[src/rtl/serial_addsub_pkg.sv]
// serial_addsub_pkg: shared state encoding and counter sizing for the serial add/sub unit
package serial_addsub_pkg;
  typedef enum logic [1:0] {IDLE, RUN, DONE} state_t;
  function automatic int clog2(input int n);
    return (n <= 2) ? 1 : $clog2(n);
  endfunction
endpackage

[src/rtl/serial_addsub_acc_full_adder_cell.sv]
// full_adder_cell: one-bit combinational full adder, chained ripple-style per digit
module full_adder_cell (
  input  logic a,
  input  logic b,
  input  logic cin,
  output logic s,
  output logic cout
);
  assign s = a ^ b ^ cin;
  assign cout = (a & b) | (cin & (a ^ b));
endmodule

[src/rtl/serial_addsub_acc.sv]
// serial_addsub_acc: multi-cycle add/subtract/accumulate, STEP bits per cycle, LSB first
module serial_addsub_acc
  import serial_addsub_pkg::*;
#(
  parameter int WIDTH = 4,
  parameter int STEP = 1
) (
  input  logic clk,
  input  logic rst,
  input  logic start,
  input  logic [WIDTH-1:0] a,
  input  logic [WIDTH-1:0] b,
  input  logic sub,
  input  logic acc_en,
  output logic busy,
  output logic done,
  output logic [WIDTH-1:0] sum,
  output logic cout,
  output logic ovf
);
  localparam int N = WIDTH / STEP;
  localparam int CW = clog2(N);
  if (WIDTH < 2 || WIDTH % STEP != 0) begin : g_bad_params
    $error("serial_addsub_acc: WIDTH must be >= 2 and a multiple of STEP");
  end
  state_t state, state_n;
  logic [WIDTH-1:0] opa, opb, psum, psum_n;
  logic [CW-1:0] cnt;
  logic carry, last, accept;
  logic [STEP:0] c;
  logic [STEP-1:0] s;
  assign busy = state == RUN;
  assign done = state == DONE;
  assign last = cnt == CW'(N - 1);
  assign accept = start && state != RUN;
  assign c[0] = carry;
  for (genvar i = 0; i < STEP; i++) begin : g_fa
    full_adder_cell u_fa (.a(opa[i]), .b(opb[i]), .cin(c[i]), .s(s[i]), .cout(c[i+1]));
  end
  assign psum_n = (WIDTH'(s) << (WIDTH - STEP)) | (psum >> STEP);
  // state register
  always_ff @(posedge clk or posedge rst)
    if (rst) state <= IDLE;
    else state <= state_n;
  // next state: RUN runs N digits, otherwise start launches a new operation
  always_comb begin
    state_n = IDLE;
    if (state == RUN) state_n = last ? DONE : RUN;
    else if (start) state_n = RUN;
  end
  // operand capture, digit-serial datapath and result registers
  always_ff @(posedge clk or posedge rst)
    if (rst) begin
      opa <= '0;
      opb <= '0;
      psum <= '0;
      carry <= 1'b0;
      cnt <= '0;
      sum <= '0;
      cout <= 1'b0;
      ovf <= 1'b0;
    end else if (accept) begin
      opa <= acc_en ? sum : a;
      opb <= sub ? ~b : b;
      carry <= sub;
      cnt <= '0;
    end else if (state == RUN) begin
      opa <= opa >> STEP;
      opb <= opb >> STEP;
      carry <= c[STEP];
      cnt <= cnt + CW'(1);
      psum <= psum_n;
      if (last) begin
        sum <= psum_n;
        cout <= c[STEP];
        ovf <= c[STEP-1] ^ c[STEP];
      end
    end
endmodule

[config.mk]
export PLATFORM = sky130hd
export DESIGN_NAME = serial_addsub_acc
export DESIGN_NICKNAME = d
export VERILOG_FILES = /design/src/rtl/serial_addsub_pkg.sv /design/src/rtl/serial_addsub_acc_full_adder_cell.sv /design/src/rtl/serial_addsub_acc.sv
export SDC_FILE = /design/constraint.sdc
export NUM_CORES = 1
export LEC_CHECK = 0
export ABC_CLOCK_PERIOD_IN_PS = 1400
export CAP_MARGIN = 20
export CORE_MARGIN = 10
export CORE_UTILIZATION = 45
export DETAILED_ROUTE_END_ITERATION = 8
export GPL_ROUTABILITY_DRIVEN = 0
export PLACE_DENSITY = 0.79
export SKIP_LAST_GASP = 1
export SYNTH_ARGS = -nofsm -noshare
export SYNTH_HDL_FRONTEND = slang
export SYNTH_SLANG_ARGS = --single-unit
[constraint.sdc]
create_clock -name clk -period 1.4 [get_ports clk]
set_clock_uncertainty 0.05 [all_clocks]
set_input_delay 0.28 -clock clk [delete_from_list [all_inputs] [get_ports clk]]
set_output_delay 0.28 -clock clk [all_outputs]
set_load 0.02 [all_outputs]
-- Word-level counts from Yosys, hierarchy flattened
Cells that the tools add are included.
- mux-type cells: 13
- reduce and logical (&&, ||, !) cells: 4
- add/subtract/negate cells: 1
- bitwise operators: 9
- equality and inequality tests: 4
- operators by type and width (cell ; count):
    4-bit 2-to-1 mux ; 6
    2-bit 2-to-1 mux ; 4
    2-bit == test (second input constant) ; 2
    4-bit inverter ; 1
    4-bit by 3-bit OR with 4-bit output ; 1
    1-bit 2-to-1 mux ; 3
    3-bit AND reduction ; 1
    1-bit bitwise XOR ; 3
    2-bit by 1-bit adder with 2-bit output (second input constant) ; 1
    1-bit AND ; 2
    2-bit by 1-bit == test with 1-bit output (second input constant) ; 1
    2-bit by 1-bit inequality test with 1-bit output (second input constant) ; 1
    2-bit AND reduction ; 1
    2-bit nonzero test ; 1
    1-bit logical AND ; 1
    1-bit inverter ; 1
    1-bit OR ; 1
- register bits after elaboration: 23
- logic and storage cells: 40
- output and inout port bits: 8
- input port bits: 13

-- Depth between registers and ports, before layout
- depth after elaboration: 5
- depth in mapped cells: 5

-- By module
From an unflattened synthesis, not the netlist that was laid out.
- cell total of the unflattened synthesis: 86
- area total of the unflattened synthesis: 1052.3 um^2
- modules (own cells, without submodules) (module ; sequential area each (um^2) ; cells an instance ; area an instance (um^2) ; times used):
    serial_addsub_acc ; 550.5 ; 85 ; 1032.2 ; 1
    full_adder_cell ; 0.0 ; 1 ; 20.0 ; 1

-- Worst setup path after synthesis
No wires, ideal clock.
- kind: flip-flop to flip-flop
- start point: register carry
- end point: register psum[3]
- buffers on the path: 0
- path slack: 0.090 ns
- arrival: 1.135 ns
- data required time: 1.225 ns
- cell stages (with the launch flop): 3
- cells stage by stage: dfrtp_1 > fa_1 > mux2_2
- cells in the longest elaborated chain, start to end: 2
- ends and longest elaborated chain (item ; line ; text):
    start, declared ; serial_addsub_acc.sv:29 ; logic carry, last, accept;
    start signal, assigned ; serial_addsub_acc.sv:65 ; carry <= sub;
    start signal, assigned ; serial_addsub_acc.sv:70 ; carry <= c[STEP];
    1-bit bitwise XOR ; serial_addsub_acc_full_adder_cell.sv:9 ; assign s = a ^ b ^ cin;
    named net g_fa[0].u_fa.s ; serial_addsub_acc_full_adder_cell.sv:6 ; output logic s,
    4-bit by 3-bit OR with 4-bit output ; serial_addsub_acc.sv:40 ; assign psum_n = (WIDTH'(s) << (WIDTH - STEP)) | (psum >> STEP);
    end signal, assigned ; serial_addsub_acc.sv:72 ; psum <= psum_n;
    end, declared ; serial_addsub_acc.sv:27 ; logic [WIDTH-1:0] opa, opb, psum, psum_n;
The timed path passes the listed nets, and every way through them passes these cells.
A chain may end at the register's enable or synchronous reset.

-- Worst setup path in the final report
- start point: register state[1]
- end point: output busy
- cells in the longest elaborated chain, start to end: 1
- ends and longest elaborated chain (item ; line ; text):
    start, declared ; serial_addsub_acc.sv:26 ; state_t state, state_n;
    start signal, assigned ; serial_addsub_acc.sv:44 ; else state <= state_n;
    2-bit by 1-bit == test with 1-bit output ; serial_addsub_acc.sv:32 ; assign busy = state == RUN;
    end, declared ; serial_addsub_acc.sv:15 ; output logic busy,
No other way between the ends.

==> results_dict.tcl <==
set metrics [dict create \
    grt_pass1_vias 740 \
    cp_slowest_cell "dfrtp_1" \
    drive_above_1_share 0.248 \
    die-area_mm2 0.00470 \
    hold_path.class "in -> async" \
    cts_buffers 3 \
    synth_fa_ha_area_frac 0.0307 \
    vias 691 \
    cts-htree-levels 1 \
    crit_arrival_ns 1.06 \
    whs_ns 0.251 \
    fp.dieW_um 68.5 \
    min_period_ns 1.39 \
    fin_cells 137 \
    slew_headroom 0.812 \
    clk_pin_slew_ns 0.11 \
    synthSimpleGateAreaFrac 0.0756 \
    critical_path.top_delay_family "flip-flops" \
    rsz0062_at_grt "yes" \
    r2r_cells 3 \
    drt-initial-drc-count 26 \
    gr-total-overflow 0 \
    final_common_cell "dfrtp_1" \
    status "finished clean" \
    io_pins 21 \
    crit_buf_inv 1 \
    grt_start_max_net_pins 24 \
    die_h_um 68.5 \
    ir_drop_v 0.00120 \
    cp_max_fo 3 \
    drt-total-wl_um 2000 \
    root_buffer "clkbuf_4" \
    end_kind "output port" \
    initial_core_util 0.475 \
    grt_pass1_wl_um 3450 \
    nNetsFinal 126 \
    power_density_mw_per_mm2 1950 \
    cts_setup_buffers 0 \
    maxCapViolations 0 \
    yosysTopAreaCell "dfrtp_1" \
    final_antenna_net_count 0 \
    ys_ff_latch 22 \
    drtPass1Iterations 2 \
    syn_area_per_cell_um2 12.3 \
    clock_path_buffers 2 \
    synthesis.nets 101 \
    leakagePower_nw 0.640 \
    path_cells "nor2b_2, buf_2" \
    num_rows 17 \
    detail_route.wl_per_cell_um 14.6 \
    core_mm2 0.00223 \
    cts.sinks 22 \
    worstPathRequired_ns 1.07 \
    yosysTopAreaCellShare 0.519 \
    hold_viol 0 \
    vias_per_cell 5.04 \
    antenna_found_initial 0 \
    reg2reg_slack_ns 0.03 \
    hpwl_um 1550 \
    synth_top_family_by_area "multiplexers" \
    start_kind "register" \
    worst_pin_slew_ns 0.282 \
    synthDistinctLibCells 23 \
    grt_usage 0.0964 \
    max_clock_freq_mhz 718 \
    dp_cells 134 \
    n_antenna_cell 0 \
    critical_path.startpoint "state[1]$_DFF_PP0_" \
    synthesis.area_mm2 0.00106 \
    synthMuxAreaShare 0.171 \
    yosys_warnings 0 \
    rr_endpoint "psum[3]$_DFFE_PP0P_" \
    clkLatencyLatePin_ns 0.30 \
    fin_total_pwr_mw 2.59 \
    synthToLayoutAreaGrowth_pct 25.0 \
    drv_slew 0 \
    synthXorXnorAreaFrac 0.0413 \
    finalCritPeriodShare 0.995 \
    setup_violations 0 \
    critPathMaxStageDelay_ns 0.42 \
    syn_inst 86 \
    seq_area_frac_synth 0.519 \
    drc 0 \
    layout_common_cells "dfrtp_1, clkdlybuf4s50_1, mux2_2, mux2i_1, nor2_1" \
    r2r-start "state[1]$_DFF_PP0_" \
    synth_compound_area_frac 0.0992 \
    worst-setup-path-type "reg -> out" \
    n_fill_cell 198 \
    yosys-top-cells-area "dfrtp_1, mux2_2, mux2i_1, a211oi_2, o21ai_0" \
    io_buffer_count 20 \
    tritoncts "built" \
    cts_hold_buf 0 \
]
==> worst max path at each step <==
stage                     endpoint  slack, ns  cells past startpoint
6_report                      busy      0.007                      2
5_1_grt                       busy      -0.06                      2
4_1_cts                       busy      -0.22                      2
3_5_place_dp                  busy      -0.15                      2
3_3_place_gp                  busy      -0.17                      2
2_1_floorplan  psum[3]$_DFFE_PP0P_       0.09                      2
==> synthesized netlist by cell type <==
master	count
clkbuf_2	1
nor2_1	7
xnor2_1	2
a211oi_2	3
nand2_1	6
buf_2	1
o21ai_0	6
mux2_2	9
nand3b_2	1
buf_8	1
and2b_1	1
inv_1	2
buf_4	3
buf_6	1
a21o_1	3
xor2_1	3
dfrtp_1	22
fa_1	1
mux2i_1	8
nand2b_1	1
ha_1	1
nor2b_1	1
a211oi_1	2
==> report_power, final <==
part | internal (mW) | leakage [nW] | total [mW] | switching, mW
clock network | 0.100 | 0.0138 | 0.273 | 0.173
logic | 0.605 | 0.351 | 1.21 | 0.604
registers | 0.920 | 0.275 | 1.11 | 0.187
==> logic make-up (layout without fill, tap and decap cells) <==
logic type               after synthesis  after routing
XOR/XNOR                               5              5
multiplexers                          17             17
AO/OA/AOI/OAI                         14             14
adder cells (fa/ha/maj)                2              2
buffers and inverters                  9             32
AND/OR/NAND/NOR                       17             17
flip-flops                            22             22
==> through the flow <==
step | setup slack (ns) | instance area [um^2] | util | setup TNS, ns
floorplan | 0.0903 | 1060 | - | 0
global placement | -0.174 | 1300 | 0.583 | -0.712
detailed placement | -0.147 | 1300 | 0.583 | -0.815
CTS | -0.224 | 1310 | 0.587 | -0.282
global route | -0.0632 | 1330 | 0.593 | -0.303
finish | 0.00725 | 1330 | 0.593 | 0
==> worst register-to-register path: stages (launching register included) <==
cell and delay (ns):
dfrtp_1 0.42, nor2b_2 0.16, buf_4 0.28, mux2_2 0.36
==> registers in the layout (all words and copies together), names as in the netlist <==
signal	flops
ovf	1
carry	1
opa	4
cout	1
sum	4
cnt	2
psum	3
opb	4
state	2
==> final cells by class <==
type,instances,area [um^2],share of cell area
Multi-Input combinational cell,55,454,0.343
Clock buffer,3,22.5,0.0170
Tap cell,28,35.0,0.0264
Timing Repair Buffer,27,255,0.193
Sequential cell,22,551,0.415
Inverter,2,7.51,0.00567
==> timing repair <==
item                       4_1_cts  5_1_grt
setup endpoints to repair       12       13
pin swaps                        0        0
gates resized for setup         12       12
==> per-layer routing <==
| layer | wire length, um | GRT usage | vias to the layer above |
|---|---|---|---|
| met1 | 886 | 0.119 | 331 |
| met3 | 157 | 0.0451 | 4 |
| met2 | 942 | 0.139 | 16 |
| met5 | 0 | 0 | - |
| met4 | 17 | 0.0452 | 0 |
| li1 | - | - | 340 |
No activity file was read; power rests on OpenSTA's default activity.
